### config.mk
export PLATFORM = sky130hd
export DESIGN_NAME = soundgen_mixer
export DESIGN_NICKNAME = d
export VERILOG_FILES = /design/src/rtl/soundgen_pkg.sv /design/src/rtl/tone_channel.sv /design/src/rtl/soundgen_mixer.sv
export SDC_FILE = /design/constraint.sdc
export NUM_CORES = 1
export LEC_CHECK = 0
export ABC_CLOCK_PERIOD_IN_PS = 6600
export CORE_ASPECT_RATIO = 0.8
export CORE_MARGIN = 1
export CORE_UTILIZATION = 46
export DETAILED_ROUTE_END_ITERATION = 7
export PLACE_DENSITY = 0.6
export SLEW_MARGIN = 20
export SYNTH_ARGS = -nofsm -noshare
export SYNTH_HDL_FRONTEND = slang
export SYNTH_SLANG_ARGS = --single-unit
### constraint.sdc
create_clock -name clk -period 6.6 [get_ports clk]
set_input_delay 0.99 -clock clk [delete_from_list [all_inputs] [get_ports clk]]
set_output_delay 0.99 -clock clk [all_outputs]
set_load 0.1 [all_outputs]
### src/rtl/soundgen_pkg.sv
// soundgen_pkg: shared constants and width helpers for the
// multi-voice square-wave generator and its PWM mixer.
package soundgen_pkg;

   // Register select values carried on cfg_sel
   localparam logic CFG_PERIOD = 1'b0;
   localparam logic CFG_VOLUME = 1'b1;

   // Width of the channel sum: one extra bit per doubling of channels
   function automatic int sum_width(input int n, input int num_ch);
      return n + $clog2(num_ch);
   endfunction

   // Width of the channel index, never narrower than one bit
   function automatic int ch_width(input int num_ch);
      return (num_ch > 1) ? $clog2(num_ch) : 1;
   endfunction

endpackage

### src/rtl/tone_channel.sv
// tone_channel: one square-wave voice with programmable half-period
// and volume; outputs its current amplitude contribution.
module tone_channel
   import soundgen_pkg::*;
#(
   parameter int N     = 8,
   parameter int DIV_W = 16
) (
   input  logic             clk,
   input  logic             reset,
   input  logic             en,
   input  logic             wr_period,
   input  logic             wr_volume,
   input  logic [DIV_W-1:0] period_data,
   input  logic [N-1:0]     volume_data,
   output logic [N-1:0]     amp,
   output logic             square
);

   logic [DIV_W-1:0] period;
   logic [DIV_W-1:0] divider;
   logic [N-1:0]     volume;

   // Volume register; takes effect whenever the mixer next samples
   always_ff @(posedge clk or posedge reset) begin
      if (reset) begin
         volume <= '0;
      end else if (wr_volume) begin
         volume <= volume_data;
      end
   end

   // Period register and divider; a period write restarts the phase
   // and overrides any reload happening on the same edge
   always_ff @(posedge clk or posedge reset) begin
      if (reset) begin
         period  <= '0;
         divider <= '0;
         square  <= 1'b0;
      end else if (wr_period) begin
         period  <= period_data;
         divider <= period_data;
         square  <= 1'b0;
      end else if (en) begin
         if (period == '0) begin
            divider <= '0;
            square  <= 1'b0;
         end else if (divider == '0) begin
            divider <= period;
            square  <= ~square;
         end else begin
            divider <= divider - 1'b1;
         end
      end
   end

   // Amplitude is the volume while the square is high
   always_comb begin
      amp = square ? volume : '0;
   end

endmodule

### src/rtl/soundgen_mixer.sv
// soundgen_mixer: NUM_CH square-wave voices summed, scaled to N bits
// and played out through a registered single-bit PWM DAC.
module soundgen_mixer
   import soundgen_pkg::*;
#(
   parameter int N      = 8,
   parameter int NUM_CH = 4,
   parameter int DIV_W  = 16
) (
   input  logic                        clk,
   input  logic                        reset,
   input  logic                        en,
   input  logic                        cfg_we,
   input  logic [ch_width(NUM_CH)-1:0] cfg_ch,
   input  logic                        cfg_sel,
   input  logic [DIV_W-1:0]            cfg_data,
   output logic                        pwm_out,
   output logic                        frame_strobe,
   output logic [NUM_CH-1:0]           tone_out
);

   localparam int SHIFT = $clog2(NUM_CH);
   localparam int SW    = sum_width(N, NUM_CH);

   logic [NUM_CH-1:0] wr_period;
   logic [NUM_CH-1:0] wr_volume;
   logic [NUM_CH-1:0] square;
   logic [N-1:0]      amp [NUM_CH];
   logic [SW-1:0]     sum;
   logic [N-1:0]      sample;
   logic [N-1:0]      duty;
   logic [N-1:0]      pwm_cnt;

   // Steer the config strobe to one channel; out-of-range indices
   // match no channel and are dropped
   always_comb begin
      wr_period = '0;
      wr_volume = '0;
      for (int i = 0; i < NUM_CH; i++) begin
         if (cfg_we && (int'(cfg_ch) == i)) begin
            wr_period[i] = (cfg_sel == CFG_PERIOD);
            wr_volume[i] = (cfg_sel == CFG_VOLUME);
         end
      end
   end

   for (genvar g = 0; g < NUM_CH; g++) begin : g_ch
      tone_channel #(
         .N     (N),
         .DIV_W (DIV_W)
      ) u_ch (
         .clk         (clk),
         .reset       (reset),
         .en          (en),
         .wr_period   (wr_period[g]),
         .wr_volume   (wr_volume[g]),
         .period_data (cfg_data),
         .volume_data (cfg_data[N-1:0]),
         .amp         (amp[g]),
         .square      (square[g])
      );
   end

   // Sum all channel amplitudes at full width; cannot overflow
   always_comb begin
      sum = '0;
      for (int i = 0; i < NUM_CH; i++) begin
         sum = sum + SW'(amp[i]);
      end
   end

   // Scaled mix, re-registered every clock
   always_ff @(posedge clk or posedge reset) begin
      if (reset) begin
         sample <= '0;
      end else begin
         sample <= N'(sum >> SHIFT);
      end
   end

   // Frame counter and once-per-frame duty latch, frozen while disabled
   always_ff @(posedge clk or posedge reset) begin
      if (reset) begin
         pwm_cnt <= '0;
         duty    <= '0;
      end else if (en) begin
         pwm_cnt <= pwm_cnt + 1'b1;
         if (pwm_cnt == {N{1'b1}}) begin
            duty <= sample;
         end
      end
   end

   // Registered PWM and frame marker, forced low while disabled
   always_ff @(posedge clk or posedge reset) begin
      if (reset) begin
         pwm_out      <= 1'b0;
         frame_strobe <= 1'b0;
      end else if (en) begin
         pwm_out      <= (pwm_cnt < duty);
         frame_strobe <= (pwm_cnt == '0);
      end else begin
         pwm_out      <= 1'b0;
         frame_strobe <= 1'b0;
      end
   end

   assign tone_out = square;

endmodule

==> results of run 1 <==
==> cell usage in the layout (no fill, tap or decap), types with 17 or more instances in the layout <==
cell type	synthesis	layout
nand4_1	18	18
o211ai_1	22	22
ha_1	24	24
nor2_1	68	68
and2_1	23	23
nand3_1	28	28
clkdlybuf4s50_1	0	28
mux2_2	33	33
inv_1	55	54
nand2_1	273	273
o21ai_0	52	52
a21oi_1	35	35
xnor2_1	27	27
nor4_1	30	30
clkbuf_16	0	17
dfrtp_1	190	190
==> registers in the layout, indices dropped and copies added, names as in the netlist <==
name	cells
g_ch.u_ch.square	4
g_ch.u_ch.volume	32
duty	8
g_ch.u_ch.divider	64
pwm_out	1
pwm_cnt	8
sample	8
frame_strobe	1
g_ch.u_ch.period	64
==> power by group <==
group | switching, mW | internal, mW | total [mW]
Sequential | 0.393 | 1.48 | 1.88
Combinational | 0.752 | 0.615 | 1.37
Clock | 0.514 | 0.505 | 1.02
==> worst max-delay path by stage <==
stage,cells after the start,startpoint,end
after floorplan,1,reset,duty[0]$_DFFE_PP0P_
final,5,cfg_ch[1],g_ch[1].u_ch.divider[0]$_DFFE_PP0P_
after global routing,6,cfg_we,g_ch[2].u_ch.divider[7]$_DFFE_PP0P_
after global placement,5,cfg_ch[1],g_ch[1].u_ch.divider[0]$_DFFE_PP0P_
after detailed placement,6,cfg_we,g_ch[2].u_ch.divider[7]$_DFFE_PP0P_
after CTS,6,cfg_we,g_ch[2].u_ch.divider[7]$_DFFE_PP0P_
==> cells by family (layout without fill, tap and decap cells) <==
kind of cell / Yosys count / count (layout) / share of synthesized area (%)
simple gates: 515 / 515 / 22.8
compound gates: 212 / 212 / 13.8
flops: 190 / 190 / 44.8
buf+inv: 124 / 124 / 5.05
mux: 44 / 44 / 4.58
fa+ha+maj: 40 / 40 / 5.84
xor+xnor: 39 / 39 / 3.22
==> layout make-up <==
type,instances,area [sq um],area share (%)
multi-input combinational,850,5350,46.0
tap,306,383,3.30
inverter,55,214,1.84
clock buffer,17,425,3.66
timing repair buffer,37,348,3.00
sequential,190,4750,40.9
clock inverter,15,143,1.23
==> layer usage <==
layer | routed length, um | vias up | global-route usage [%]
li1 | - | 4042 | -
met1 | 13900 | 4150 | 37.6
met2 | 11600 | 192 | 34.3
met3 | 1210 | 21 | 3.91
met4 | 314 | 2 | 5.65
met5 | 11 | - | 0
==> worst reg2reg max path: cells and delay by family, from the launching register on <==
family | cells | cell delay (ps)
and+or+nand+nor | 3 | 600
AOI/OAI and AO/OA | 4 | 800
DFF | 1 | 580
adders and majority gates | 3 | 1480
==> through the flow <==
step	hold slack [ps]	instance area (sq um)	util, %
after detailed placement	434	11000	49.0
after CTS	462	11600	51.5
after floorplan	426	10600	-
final	456	11600	51.5
after global placement	431	11000	49.0
after global routing	487	11600	51.5
==> results.ini, run 1 <==
[run_status]
status=completed

[min_path]
min-delay-start=sample[1]$_DFF_PP0_
hp-class=reg -> reg
min_to=duty[1]$_DFFE_PP0P_
hold_depth=2

[clock_network]
clockRootBuffer=clkbuf_16
cts_resized=0
post_cts_buffers=0
cts_max_level=4
clock_latency_ps=440
tritoncts=built
clock_path_buffers=2
ctsHoldBuffers=0
clk_pin_slew_ps=80
cts.sinks=190
numCtsBuffers=17

[placement]
place.gp.congestion=0.843
dp_slack_ps=2590
hpwl_mm=17.7
io_buffers=28
dp.cells=1438

[sta]
post-route-min-period_ps=3550
tightest_slew_ps=1040
relSlewSlack_pct=30.0
fin_setup_tns_ps=0
finalHoldViolCount=0
rsz0062_at_grt=false
skew_ps=11.9
setup_viol=0
fin_crit_sh_pct=53.7
fin_ws_ps=3050
max_freq_ghz=0.282
slew_violations=0

[synthesis]
yosysMostFrequentCell=nand2_1
avgSynthCellArea_sq_um=9.13
netlist.area_leader.share_pct=44.8
syn_area_sq_um=10600
yosysWarnings=0
synth_cells=1164
synth_commonest_cells=nand2_1 (273), dfrtp_1 (190), nor2_1 (68)
seq_area_frac_synth_pct=44.8
synth_area_leader_cell=dfrtp_1
synth_area_leaders=dfrtp_1 (45%), nand2_1 (9.6%), mux2_2 (3.5%)
synth_seq_cells=190
synth_ff_type=dfrtp_1
synth-edff-count=0
async_reset_ff_share_pct=100
ys_types=81
synth_nets=1227

[pwr]
leakagePower_nw=5.34
p_total_mw=4.26
max-vdd-ir-drop_mv=0.198
p_per_area_nw_per_um2=367

[route]
first_pass_iters=6
wl_per_cell_um=18.4
routed_wl_mm=27.0
drt_iter0_markers=642
num_vias=8407
drcViolationCount=0
ant_nets=0
vias_per_cell=5.72

[worst_setup_path]
r2r_slack_ps=3090
worst_r2r_endpoint=sample[7]$_DFF_PP0_
end_kind=flip-flop
timing_worst_setup_path_type=in -> reg
path_buf_inv=1
ff2ff_path_depth=10
worstSetupStartpointType=input port
cpLargestDelayFamily=simple AND/OR/NAND/NOR gates
crit_chain=clkdlybuf4s50_1 -> nand4bb_1 -> nand3_1 -> a211oi_1 -> a221o_1
crit_required_ps=6920
rr_startpoint=g_ch[2].u_ch.square$_DFFE_PP0P_
slowest_delay_ps=940
worstPathMaxFanout=18
cp_slowest_cell=nand4bb_1
arrival_ps=3870

[global_routing]
grt_pass1_vias=7711
antenna_found_initial=1
grt_max_degree=136
grt_use_total_pct=24.0
grt_overflow=0
grt_pass1_wl_mm=43.3

[final_layout]
antennaDiodeCount=0
fillers=2142
layout-drive-gt1-share_pct=8.51
area_delta_synth_final_pct=9.33
instances_no_fill=1470
fin_nets=1214

[die]
ios=29
fp.coreArea_sq_um=22600
core.rowCount=49
die_area_sq_um=23700
fp.dieW_um=172
die_y_um=138
start_util_pct=47.1

[flow_run]
drv_cap=0

No activity file was read; power rests on OpenSTA's default activity.
==> run 2, diff against run 1 <==
--- a/config.mk
+++ b/config.mk
@@ -5,12 +5,12 @@
 export SDC_FILE = /design/constraint.sdc
 export NUM_CORES = 1
 export LEC_CHECK = 0
-export ABC_CLOCK_PERIOD_IN_PS = 6600
+export ABC_CLOCK_PERIOD_IN_PS = 3100
 export CORE_ASPECT_RATIO = 0.8
 export CORE_MARGIN = 1
 export CORE_UTILIZATION = 46
 export DETAILED_ROUTE_END_ITERATION = 7
-export PLACE_DENSITY = 0.6
+export PLACE_DENSITY = 0.63
 export SLEW_MARGIN = 20
 export SYNTH_ARGS = -nofsm -noshare
 export SYNTH_HDL_FRONTEND = slang
==> constraint.sdc (replaced) <==
create_clock -name clk -period 3.1 [get_ports clk]
set_input_delay 0.465 -clock clk [delete_from_list [all_inputs] [get_ports clk]]
set_output_delay 0.465 -clock clk [all_outputs]
set_load 0.1 [all_outputs]
==> run 2 against run 1 <==
Compared with the run above:
- clock power increased by 130%
- critical path depth increased by 6
- utilization increased by 1.6 points
- critical path type is now reg -> reg
- highest routed layer is now met4
==> results.ini, run 2 (synthesis gave the netlist of run 1 again) <==
[global_routing]
use_met1_pct=36.9
grt_use_total_pct=24.4
grt_pass1_vias=7899
grt_pass1_wl_mm=44.0
grt_overflow=0
antenna_found_initial=1
busiest_layer=met1
gr-usage-met2_pct=35.6
gr-usage-met3_pct=4.39
grt_max_degree=77

[die]
die_area_sq_um=23700
fp.dieW_um=172
ios=29
die_y_um=138
start_util_pct=47.1
fp.coreArea_sq_um=22600
core.rowCount=49

[worst_setup_path]
crit_chain=and2_1 -> fa_1 -> inv_1 -> fa_1 -> inv_1 -> ha_1 -> nor2b_1 -> o21ai_2 -> a21boi_2 -> o31a_1 -> o22a_1
path_buf_inv=2
slowest_delay_ps=530
cp_slowest_cell=fa_1
cpLargestDelayFamily=adder cells
ff2ff_path_depth=11
rr_startpoint=g_ch[2].u_ch.square$_DFFE_PP0P_
arrival_ps=3300
crit_required_ps=3430
r2r_slack_ps=120
worstPathMaxFanout=4
worst_r2r_endpoint=sample[7]$_DFF_PP0_
end_kind=flip-flop
worstSetupStartpointType=flip-flop
timing_worst_setup_path_type=reg -> reg

[placement]
place.gp.congestion=0.854
dp_slack_ps=-31.6
hpwl_mm=19.0
io_buffers=28

[sta]
tightest_slew_ps=1080
fin_ws_ps=123
max_freq_ghz=0.336
setup_viol=0
post-route-min-period_ps=2980
skew_ps=9.99
finalHoldViolCount=0
relSlewSlack_pct=27.5
fin_crit_sh_pct=96.0
slew_violations=0

[flow_run]
drv_cap=0

[final_layout]
multi_input_area_sq_um=5370
layout-drive-gt1-share_pct=11.9
fin_util_pct=53.0
reg_top3=g_ch.u_ch.divider (64), g_ch.u_ch.period (64), g_ch.u_ch.volume (32)
final_cell_mix=nand2_1 (273), dfrtp_1 (189), nor2_1 (68)
fillers=2081
layout_commonest_cell=nand2_1
area_delta_synth_final_pct=12.7
fin_nets=1245
seqCellArea_sq_um=4760

[route]
ant_nets=0
drcViolationCount=0
wl_per_cell_um=18.2
first_pass_iters=5
routed_wl_mm=27.3
drt_iter0_markers=609
vias_per_cell=5.68
num_vias=8535

[pwr]
max-vdd-ir-drop_mv=0.466
leakagePower_nw=5.53
p_per_area_nw_per_um2=782
pwr-share-seq_pct=42.4
p_total_mw=9.36
power.internal_mw=5.82
power_frac_clock_pct=24.6
pwr-share-comb_pct=33.0
switchingPower_mw=3.54
switching_share_pct=37.8

[clock_network]
numCtsBuffers=17
clock_path_buffers=2
clock_latency_ps=440
tritoncts=built
clockRootBuffer=clkbuf_16
cts_max_level=4
ctsHoldBuffers=0
cts.sinks=190
clk_pin_slew_ps=70

[min_path]
hp-class=in -> async

[run_status]
status=completed

run 2: changes by cell type in the layout (fill, tap and decap cells not counted), sizes merged:
cell / previous run / this run
clkdlybuf4s50: 28 / 22
diode: 0 / 1
buf: 9 / 46
bufinv: 0 / 2
clkinvlp: 0 / 2
inv: 67 / 60
clkinv: 3 / 6
run 2: through the flow:
| stage | hold slack (ps) | cell area, sq um | instances | setup TNS [ps] |
|---|---|---|---|---|
| final | 391 | 12000 | 1502 | 0 |
| after CTS | 393 | 11900 | 1500 | 0 |
| after floorplan | 426 | 10600 | 1164 | 0 |
| after global routing | 401 | 12000 | 1502 | -20.2 |
| after global placement | 435 | 11300 | 1468 | 0 |
| after detailed placement | 439 | 11300 | 1468 | -31.6 |
run 2: final cells by class:
cell class	instances	area share [%]
antenna	1	0.0209
clock buffer	17	3.55
clock inverter	15	1.67
inverter	55	1.76
multi-input combinational	850	44.9
sequential	190	39.7
tap	306	3.20
timing repair buffer	68	5.14
run 2: routing by layer:
layer | wire length, um | part of all wire (%)
met2 | 11800 | 43
met1 | 13500 | 49
met3 | 1540 | 5.6
met5 | 0 | 0
met4 | 484 | 1.8
run 2: worst max-delay path by stage:
stage	start	end	slack [ps]	cells after the start
after floorplan	g_ch[2].u_ch.square$_DFFE_PP0P_	sample[7]$_DFF_PP0_	20	11
after global placement	g_ch[2].u_ch.square$_DFFE_PP0P_	sample[7]$_DFF_PP0_	10	11
after detailed placement	g_ch[0].u_ch.square$_DFFE_PP0P_	sample[7]$_DFF_PP0_	-30	10
after CTS	g_ch[2].u_ch.square$_DFFE_PP0P_	sample[7]$_DFF_PP0_	10	11
after global routing	g_ch[0].u_ch.square$_DFFE_PP0P_	sample[6]$_DFF_PP0_	-20	11
final	g_ch[2].u_ch.square$_DFFE_PP0P_	sample[7]$_DFF_PP0_	120	11
run 2: timing repair:
action,4_1_cts,5_1_grt
endpoints found under the setup margin,1,4
gates resized for setup,1,7
pin swaps,0,1
buffers inserted,0,1
run 2: power groups by stage:
stage,logic (mW),clock network [mW],registers [mW]
4_1_cts,3.06,2.35,3.95
6_report,3.09,2.30,3.97
3_5_place_dp,3.04,0,3.98
3_3_place_gp,2.98,0,3.98
2_1_floorplan,2.44,0,3.75
5_1_grt,3.47,2.46,4.09
==> run 3, diff against run 2 <==
--- a/config.mk
+++ b/config.mk
@@ -10,6 +10,7 @@
 export CORE_MARGIN = 1
 export CORE_UTILIZATION = 46
 export DETAILED_ROUTE_END_ITERATION = 7
+export MAX_ROUTING_LAYER = met4
 export PLACE_DENSITY = 0.63
 export SLEW_MARGIN = 20
 export SYNTH_ARGS = -nofsm -noshare
==> run 3 against run 2 <==
Compared with the run above:
- maximum frequency barely moved
- global-route usage up 0.77 points
- first-iteration DRC count down 5.9%
- via count fell by 0.89%
- flip-flop and latch count stayed put
- sequential share of layout area unchanged
- sequential power about the same
- wire length decreased by 0.12%
- critical path type unchanged
==> results.ini, run 3 (synthesis gave the netlist of run 1 again) <==
[run_status]
status=completed

[clock_network]
numCtsBuffers=17
clockRootBuffer=clkbuf_16
clock_path_buffers=2
clock_latency_ps=440
tritoncts=built
cts_max_level=4
clk_pin_slew_ps=70
cts.sinks=190

[worst_setup_path]
worstSetupStartpointType=flip-flop
rr_startpoint=g_ch[2].u_ch.square$_DFFE_PP0P_
end_kind=flip-flop
worstPathMaxFanout=4
ff2ff_path_depth=11
r2r_slack_ps=120
crit_chain=and2_1 -> fa_1 -> inv_1 -> fa_1 -> inv_1 -> ha_1 -> nor2b_1 -> o21ai_2 -> a21boi_2 -> o31a_1 -> o22a_1
crit_required_ps=3420
arrival_ps=3300
slowest_delay_ps=530
endpoint=sample[7]$_DFF_PP0_
timing_worst_setup_path_type=reg -> reg
cp_slowest_cell=fa_1
startpoint=g_ch[2].u_ch.square$_DFFE_PP0P_
worst_r2r_endpoint=sample[7]$_DFF_PP0_

[route]
routed_wl_mm=27.3
drcViolationCount=0
first_pass_iters=6
drt_iter0_markers=573
wl_per_cell_um=18.2
ant_nets=0
vias_per_cell=5.63
num_vias=8459

[pwr]
switching_share_pct=37.8
power_frac_clock_pct=24.6
max-vdd-ir-drop_mv=0.465
p_per_area_nw_per_um2=782
switchingPower_mw=3.54
leakagePower_nw=5.53
pwr-share-comb_pct=33.0
power.internal_mw=5.82
pwr-share-seq_pct=42.4

[sta]
hold_slack_ps=392
tightest_slew_ps=1090
max_freq_ghz=0.336
post-route-min-period_ps=2980
skew_ps=10.5
slew_violations=0
relSlewSlack_pct=26.9
setup_viol=0
finalHoldViolCount=0
fin_crit_sh_pct=96.1

[placement]
hpwl_mm=19.0
place.gp.congestion=0.867
dp.cells=1468
io_buffers=28

[flow_run]
drv_cap=0

[die]
die_area_sq_um=23700
fp.coreArea_sq_um=22600
start_util_pct=47.1
ios=29
fp.dieW_um=172
core.rowCount=49
die_y_um=138

[final_layout]
layout-drive-gt1-share_pct=11.9
area_delta_synth_final_pct=12.7
fillers=2081
instances_no_fill=1502
final_cell_mix=nand2_1 (273), dfrtp_1 (189), nor2_1 (68)
fin_nets=1245
reg_top3=g_ch.u_ch.divider (64), g_ch.u_ch.period (64), g_ch.u_ch.volume (32)
layout_commonest_cell=nand2_1

[global_routing]
grt_pass1_wl_mm=44.1
grt_overflow=0
grt_pass1_vias=7879
antenna_found_initial=1
grt_use_total_pct=25.1
grt_max_degree=77

[min_path]
hp-class=in -> async

==> run 3: cell counts in the layout (fill, tap and decap cells not counted) <==
Identical to the previous run, type by type.
==> run 3: how the worst min path moves through the flow <==
stage	from	endpoint	slack, ps	cells after the start
floorplan	sample[1]$_DFF_PP0_	duty[1]$_DFFE_PP0P_	430	2
global placement	sample[2]$_DFF_PP0_	duty[2]$_DFFE_PP0P_	440	2
detailed placement	sample[7]$_DFF_PP0_	duty[7]$_DFFE_PP0P_	440	2
CTS	reset	g_ch[0].u_ch.volume[0]$_DFFE_PP0P_	390	2
global route	reset	g_ch[0].u_ch.volume[0]$_DFFE_PP0P_	400	2
finish	reset	g_ch[0].u_ch.volume[0]$_DFFE_PP0P_	390	2
==> run 3: what timing repair did <==
item                       in CTS  in global routing
setup buffers                   0                  1
pin swaps                       0                  1
resized for setup               1                  7
hold buffers                    0                  0
setup endpoints to repair       1                  4
==> run 3: critical path: cells and delay by family, from the launching register on <==
family,cells,cell delay [ps]
buffers and inverters,2,90
adder cells (fa/ha/maj),3,1350
AND/OR/NAND/NOR,2,330
AO/OA/AOI/OAI,4,700
flip-flops,1,400
==> run 3: per-layer routing <==
metal	share of wire (%)	global-route usage, %	up-vias
li1	-	-	4103
met2	44	35.6	186
met1	50	37.0	4145
met4	1.4	6.19	0
met5	0	-	-
met3	5.1	4.39	25
==> run 3: cell type report <==
cell class / instances / area (sq um) / share of cell area, %
multi-input combinational: 850 / 5370 / 44.9
timing repair buffer: 68 / 616 / 5.14
clock inverter: 15 / 200 / 1.67
clock buffer: 17 / 425 / 3.55
antenna: 1 / 2.50 / 0.0209
sequential: 190 / 4760 / 39.7
inverter: 55 / 210 / 1.76
tap: 306 / 383 / 3.20
==> run 3: power by group through the flow <==
stage / sequential [mW] / combinational (mW) / clock [mW]
final: 3.97 / 3.09 / 2.30
after global routing: 4.09 / 3.47 / 2.46
after CTS: 3.95 / 3.06 / 2.35
after detailed placement: 3.98 / 3.04 / 0
after global placement: 3.98 / 2.98 / 0
after floorplan: 3.75 / 2.44 / 0
==> run 3: through the flow <==
stage          util (%)  setup WS, ps  total power, mW  setup TNS (ps)  area [sq um]
2_1_floorplan         -          18.6             6.18               0         10600
3_3_place_gp       50.1          11.3             6.96               0         11300
3_5_place_dp       50.1         -31.6             7.02           -31.6         11300
4_1_cts            52.9          14.6             9.36               0         11900
5_1_grt            53.0         -20.2             10.0           -20.2         12000
6_report           53.0           122             9.36               0         12000
==> variant 1, RTL diff (settings of run 3) <==
Reset style: synchronous (`reset`), changed in 5 clocked blocks.
--- a/src/rtl/tone_channel.sv
+++ b/src/rtl/tone_channel.sv
@@ -22,7 +22,7 @@
    logic [N-1:0]     volume;
 
    // Volume register; takes effect whenever the mixer next samples
-   always_ff @(posedge clk or posedge reset) begin
+   always_ff @(posedge clk) begin
       if (reset) begin
          volume <= '0;
       end else if (wr_volume) begin
@@ -32,7 +32,7 @@
 
    // Period register and divider; a period write restarts the phase
    // and overrides any reload happening on the same edge
-   always_ff @(posedge clk or posedge reset) begin
+   always_ff @(posedge clk) begin
       if (reset) begin
          period  <= '0;
          divider <= '0;
--- a/src/rtl/soundgen_mixer.sv
+++ b/src/rtl/soundgen_mixer.sv
@@ -70,7 +70,7 @@
    end
 
    // Scaled mix, re-registered every clock
-   always_ff @(posedge clk or posedge reset) begin
+   always_ff @(posedge clk) begin
       if (reset) begin
          sample <= '0;
       end else begin
@@ -79,7 +79,7 @@
    end
 
    // Frame counter and once-per-frame duty latch, frozen while disabled
-   always_ff @(posedge clk or posedge reset) begin
+   always_ff @(posedge clk) begin
       if (reset) begin
          pwm_cnt <= '0;
          duty    <= '0;
@@ -92,7 +92,7 @@
    end
 
    // Registered PWM and frame marker, forced low while disabled
-   always_ff @(posedge clk or posedge reset) begin
+   always_ff @(posedge clk) begin
       if (reset) begin
          pwm_out      <= 1'b0;
          frame_strobe <= 1'b0;
Behaviour: differs if reset is asserted again (counterexample within 4 cycles, from zero or initial values and one cycle with reset high); with reset held inactive, the same outputs for 4 cycles.
==> variant 1 against run 3 <==
- combinational power rose by 31%
- setup slack got worse by 15 ps
- synthesized area fell by 5.1%
- cell area fell by 5.4%
- critical path depth rose by 1
- hold slack got worse by 140 ps
- sequential cell count did not move
- critical path type unchanged
- sequential power fell by 25%
- clock skew fell by 1.6 ps
- count of clock-buffer cells in the layout rose by 1
- fmax fell by 0.49%
- power fell by 1.8%
- routed wire length rose by 2.3%
- first-iteration DRC count rose by 58%
==> variant 1: results (changes against run 3) <==
cp.arrival_ps: 3340  # +40 ps
io_buffer_count: 28  # unchanged
htree_num_levels: 4  # unchanged
yosysSeqAreaShare_pct: 37.7  # -7.0 points
critPathKind: "reg2reg"
via_per_inst: 5.80  # +2.9%
hold_class: "in2reg"
rr_worst_depth: 12  # +1
grt_max_degree: 116  # +51%
dpl_cell_area_sq_mm: 0.0107  # -5.5%
fin_nets: 1339  # +7.6%
crit_slowest_cell: "fa_1"
drive_above_1_share_pct: 8.93  # -3.0 points
fillers: 2086  # +0.24%
async_flop_share_pct: 0  # -100 points
drt-wirelength-per-cell_microns: 17.8  # -1.8%
routed_wl_microns: 27900  # +2.3%
drtIter0Drc: 908  # +58%
synth_ff_type: "dfxtp_1"
cp_max_fo: 6  # +2
p_leak_nw: 4.15  # -25%
grt_pass1_vias: 8118  # +3.0%
finalHoldWorstSlack_ps: 252  # -139 ps
vdd_ir_drop_max_v: 0.000445  # -4.1%
synth_commonest_cells: "270 x nand2_1, 190 x dfxtp_1, 108 x a21oi_1, 69 x nor2_1, 66 x clkbuf_1"
min_path_cells: 2
cts.clk_slew.worst_paths_ps: 80
r2r_slack_ps: 110
r2r-end: "sample[6]"
status: "finished, final reports clean"
dp.cells: 1531  # +4.3%
fin_worst_skew_ps: 8.91  # -1.59 ps
relSlewSlack_pct: 47.5  # +21 points
whs_endpoint: "g_ch[1].u_ch.volume[6]"
syn_avg_cell_area_sq_um: 7.92  # -13%
synth_area_leaders: "dfxtp_1 38%, nand2_1 10%, a21oi_1 5.4%, fa_1 3.2%, ha_1 3.0%"
track_usage_pct: 26.1  # +0.96 points
place_congestion: 0.875  # +0.92%
dp.final_hpwl_microns: 19000  # +0.18%
top_regs: "g_ch.u_ch.divider: 64 flops, g_ch.u_ch.period: 64 flops, g_ch.u_ch.volume: 32 flops"
rr_startpoint: "g_ch[2].u_ch.square"
clockRootBuffer: "clkbuf_16"
ys_types: 73  # -9.9%
drt_first_pass_iters: 7  # +1
grt_pass1_wl_microns: 44900  # +1.9%
## variant 1: final cells by class
type | count | area, sq um | share of cell area, %
diodes | 1 | 2.50 | 0.0221
clock buffers | 18 | 439 | 3.88
clock inverters | 13 | 125 | 1.10
inverters | 53 | 199 | 1.76
multi-input cells | 943 | 5800 | 51.2
flip-flops and latches | 190 | 3810 | 33.7
well taps | 275 | 344 | 3.04
repair buffers | 71 | 602 | 5.31
## variant 1: cell families (layout without fill, tap and decap cells)
logic type / Yosys count / after routing / synth area share [%]
other: 0 / 1 / 0
DFF: 190 / 190 / 37.7
and+or+nand+nor: 540 / 540 / 25.9
adders and majority gates: 40 / 40 / 6.16
AOI/OAI and AO/OA: 304 / 304 / 19.3
xor gates and xnor gates: 47 / 47 / 4.08
muxes: 12 / 12 / 1.19
buffers and inverters: 139 / 155 / 5.60
## variant 1: repair_timing
action                                  CTS  global route
gates resized for setup                   8            11
setup buffers                             0             1
pin swaps                                 3             9
endpoints found under the setup margin    4             5
## variant 1: power by group
group,leakage [nW],internal [mW],total (mW),switching [mW]
clock,0.277,1.08,2.14,1.06
combinational,2.33,1.59,4.06,2.47
sequential,1.54,2.68,2.99,0.310
## variant 1: layer usage
| metal | global-route usage, % | up-vias | part of all wire [%] |
|---|---|---|---|
| met2 | 37.2 | 245 | 43 |
| met5 | - | - | 0 |
| met1 | 37.5 | 4310 | 49 |
| met3 | 4.40 | 35 | 6.0 |
| met4 | 7.59 | 0 | 1.8 |
| li1 | - | 4475 | - |
## variant 1: per-stage QoR
step | worst slack [ps] | utilization, %
6_report | 107 | 52.7
5_1_grt | -15.2 | 52.7
4_1_cts | -3.01 | 52.5
3_5_place_dp | -102 | 49.7
3_3_place_gp | -28.5 | 49.7
2_1_floorplan | 48.3 | -
==> variant 2, RTL diff (flow settings as in run 3) <==
Without the edit above. `N` is set to 8 in 2 places; all go to 12.
--- a/src/rtl/tone_channel.sv
+++ b/src/rtl/tone_channel.sv
@@ -3,7 +3,7 @@
 module tone_channel
    import soundgen_pkg::*;
 #(
-   parameter int N     = 8,
+   parameter int N     = 12,
    parameter int DIV_W = 16
 ) (
    input  logic             clk,
--- a/src/rtl/soundgen_mixer.sv
+++ b/src/rtl/soundgen_mixer.sv
@@ -3,7 +3,7 @@
 module soundgen_mixer
    import soundgen_pkg::*;
 #(
-   parameter int N      = 8,
+   parameter int N      = 12,
    parameter int NUM_CH = 4,
    parameter int DIV_W  = 16
 ) (
Function: no difference found for any inputs over 4 cycles, from zero or initial values and one cycle with reset high; that may be too few to reach the edited logic, so the function may still have changed.
==> variant 2 against run 3 <==
- the flow now finishes with violations (negative setup slack)
- non-clock buffer count rose by 21
- power rose by 14%
- sequential power rose by 12%
- sequential cell count rose by 28
- cell area rose by 20%
- highest routed layer unchanged
- synthesized area rose by 17%
- routed wire length rose by 20%
- setup slack got worse by 190 ps
- via count rose by 17%
- hold slack got worse by 40 ps
- cell count rose by 15%
==> variant 2: results (changes against run 3) <==
status: "finished, violations left"
violations: "negative setup slack"
cp_max_fo: 7  # +3
grt_pass1_vias: 9314  # +18%
antenna_found_initial: 0  # -1
grt_max_degree: 73  # -5.2%
via_per_inst: 5.69  # +1.1%
fin_worst_skew_ps: 10.1  # -0.372 ps
synth_area_leaders: "dfrtp_1 44%, nand2_1 7.5%, mux2_2 5.4%, fa_1 3.9%, ha_1 3.2%"
syn-num-nets: 1398  # +14%
drt_first_pass_iters: 5  # -1
place_congestion: 0.903  # +4.1%
setup_viol: 3  # +3
htree_num_levels: 1  # -3
setup_ws_ps: -63.8  # -186 ps
post-place-ws_ps: -196  # -164 ps
track_usage_pct: 25.1  # about the same
p_leak_nw: 6.56  # +19%
worst_pin_slew_ps: 908  # -185 ps
ys_types: 75  # -7.4%
final_cell_count_no_fill: 1733  # +15%
dpl_cell_area_sq_mm: 0.0133  # +18%
grtUsageMet1_pct: 38.8  # +1.8 points
cpPeakStageDelay_ps: 490  # -40 ps
dp.final_hpwl_microns: 22400  # +18%
grt_pass1_wl_microns: 52800  # +20%
syn_avg_cell_area_sq_um: 9.42  # +3.2%
use_met3_pct: 2.93  # -1.5 points
cts_buffer_depth: 3  # +1
use_met2_pct: 34.4  # -1.2 points
num_antenna_cells: 0  # -1
drtIter0Drc: 948  # +65%
routed_wl_microns: 32700  # +20%
met3WireLength_microns: 1770  # +26%
top_regs: "g_ch.u_ch.divider: 64 flops, g_ch.u_ch.period: 64 flops, g_ch.u_ch.volume: 48 flops"
==> variant 2: stage by stage <==
stage | TNS, ps | power [mW]
floorplan | -45040 | 6.58
global placement | -422 | 7.35
detailed placement | -654 | 7.43
CTS | -117 | 10.6
global route | -692 | 11.3
finish | -135 | 10.7
==> variant 2: repair_timing <==
action | CTS | global route
gates resized for setup | 13 | 12
buffers inserted | 6 | 4
pin swaps | 5 | 18
hold buffers | 0 | 0
endpoints found under the setup margin | 6 | 7
==> variant 2: worst paths after layout <==
path	end	slack (ps)	depth (start not counted)
min	g_ch[0].u_ch.period[3]	350	2
max reg2reg	sample[8]	-60	12
max	sample[8]	-60	12
max in group asynchronous	g_ch[2].u_ch.period[13]	1990	3
min in group clk	duty[6]	480	1
min reg2reg	duty[6]	480	1
==> variant 2: kinds of logic (layout without fill, tap and decap cells) <==
group / after synthesis / count (layout) / share of synthesized area [%]
AND/OR/NAND/NOR: 514 / 514 / 20.3
AO/OA/AOI/OAI: 256 / 256 / 13.6
flip-flops: 218 / 218 / 43.9
buffers and inverters: 147 / 204 / 4.78
adder cells (fa/ha/maj): 56 / 56 / 7.09
multiplexers: 76 / 76 / 6.74
XOR/XNOR: 52 / 52 / 3.66
==> variant 2: layout make-up <==
cell class                      instances  area, sq um
Fill cell                            2396        12000
Multi-Input combinational cell        954         6600
Sequential cell                       218         5460
Timing Repair Buffer                   89          772
Clock buffer                           29          651
Tap cell                              357          447
Inverter                               70          267
Clock inverter                         16          218
==> variant 2: power groups by stage <==
stage	clock, mW	sequential, mW	combinational (mW)
2_1_floorplan	0	4.23	2.36
3_3_place_gp	0	4.46	2.89
3_5_place_dp	0	4.47	2.96
4_1_cts	3.20	4.43	3.01
5_1_grt	3.31	4.57	3.42
6_report	3.15	4.46	3.06
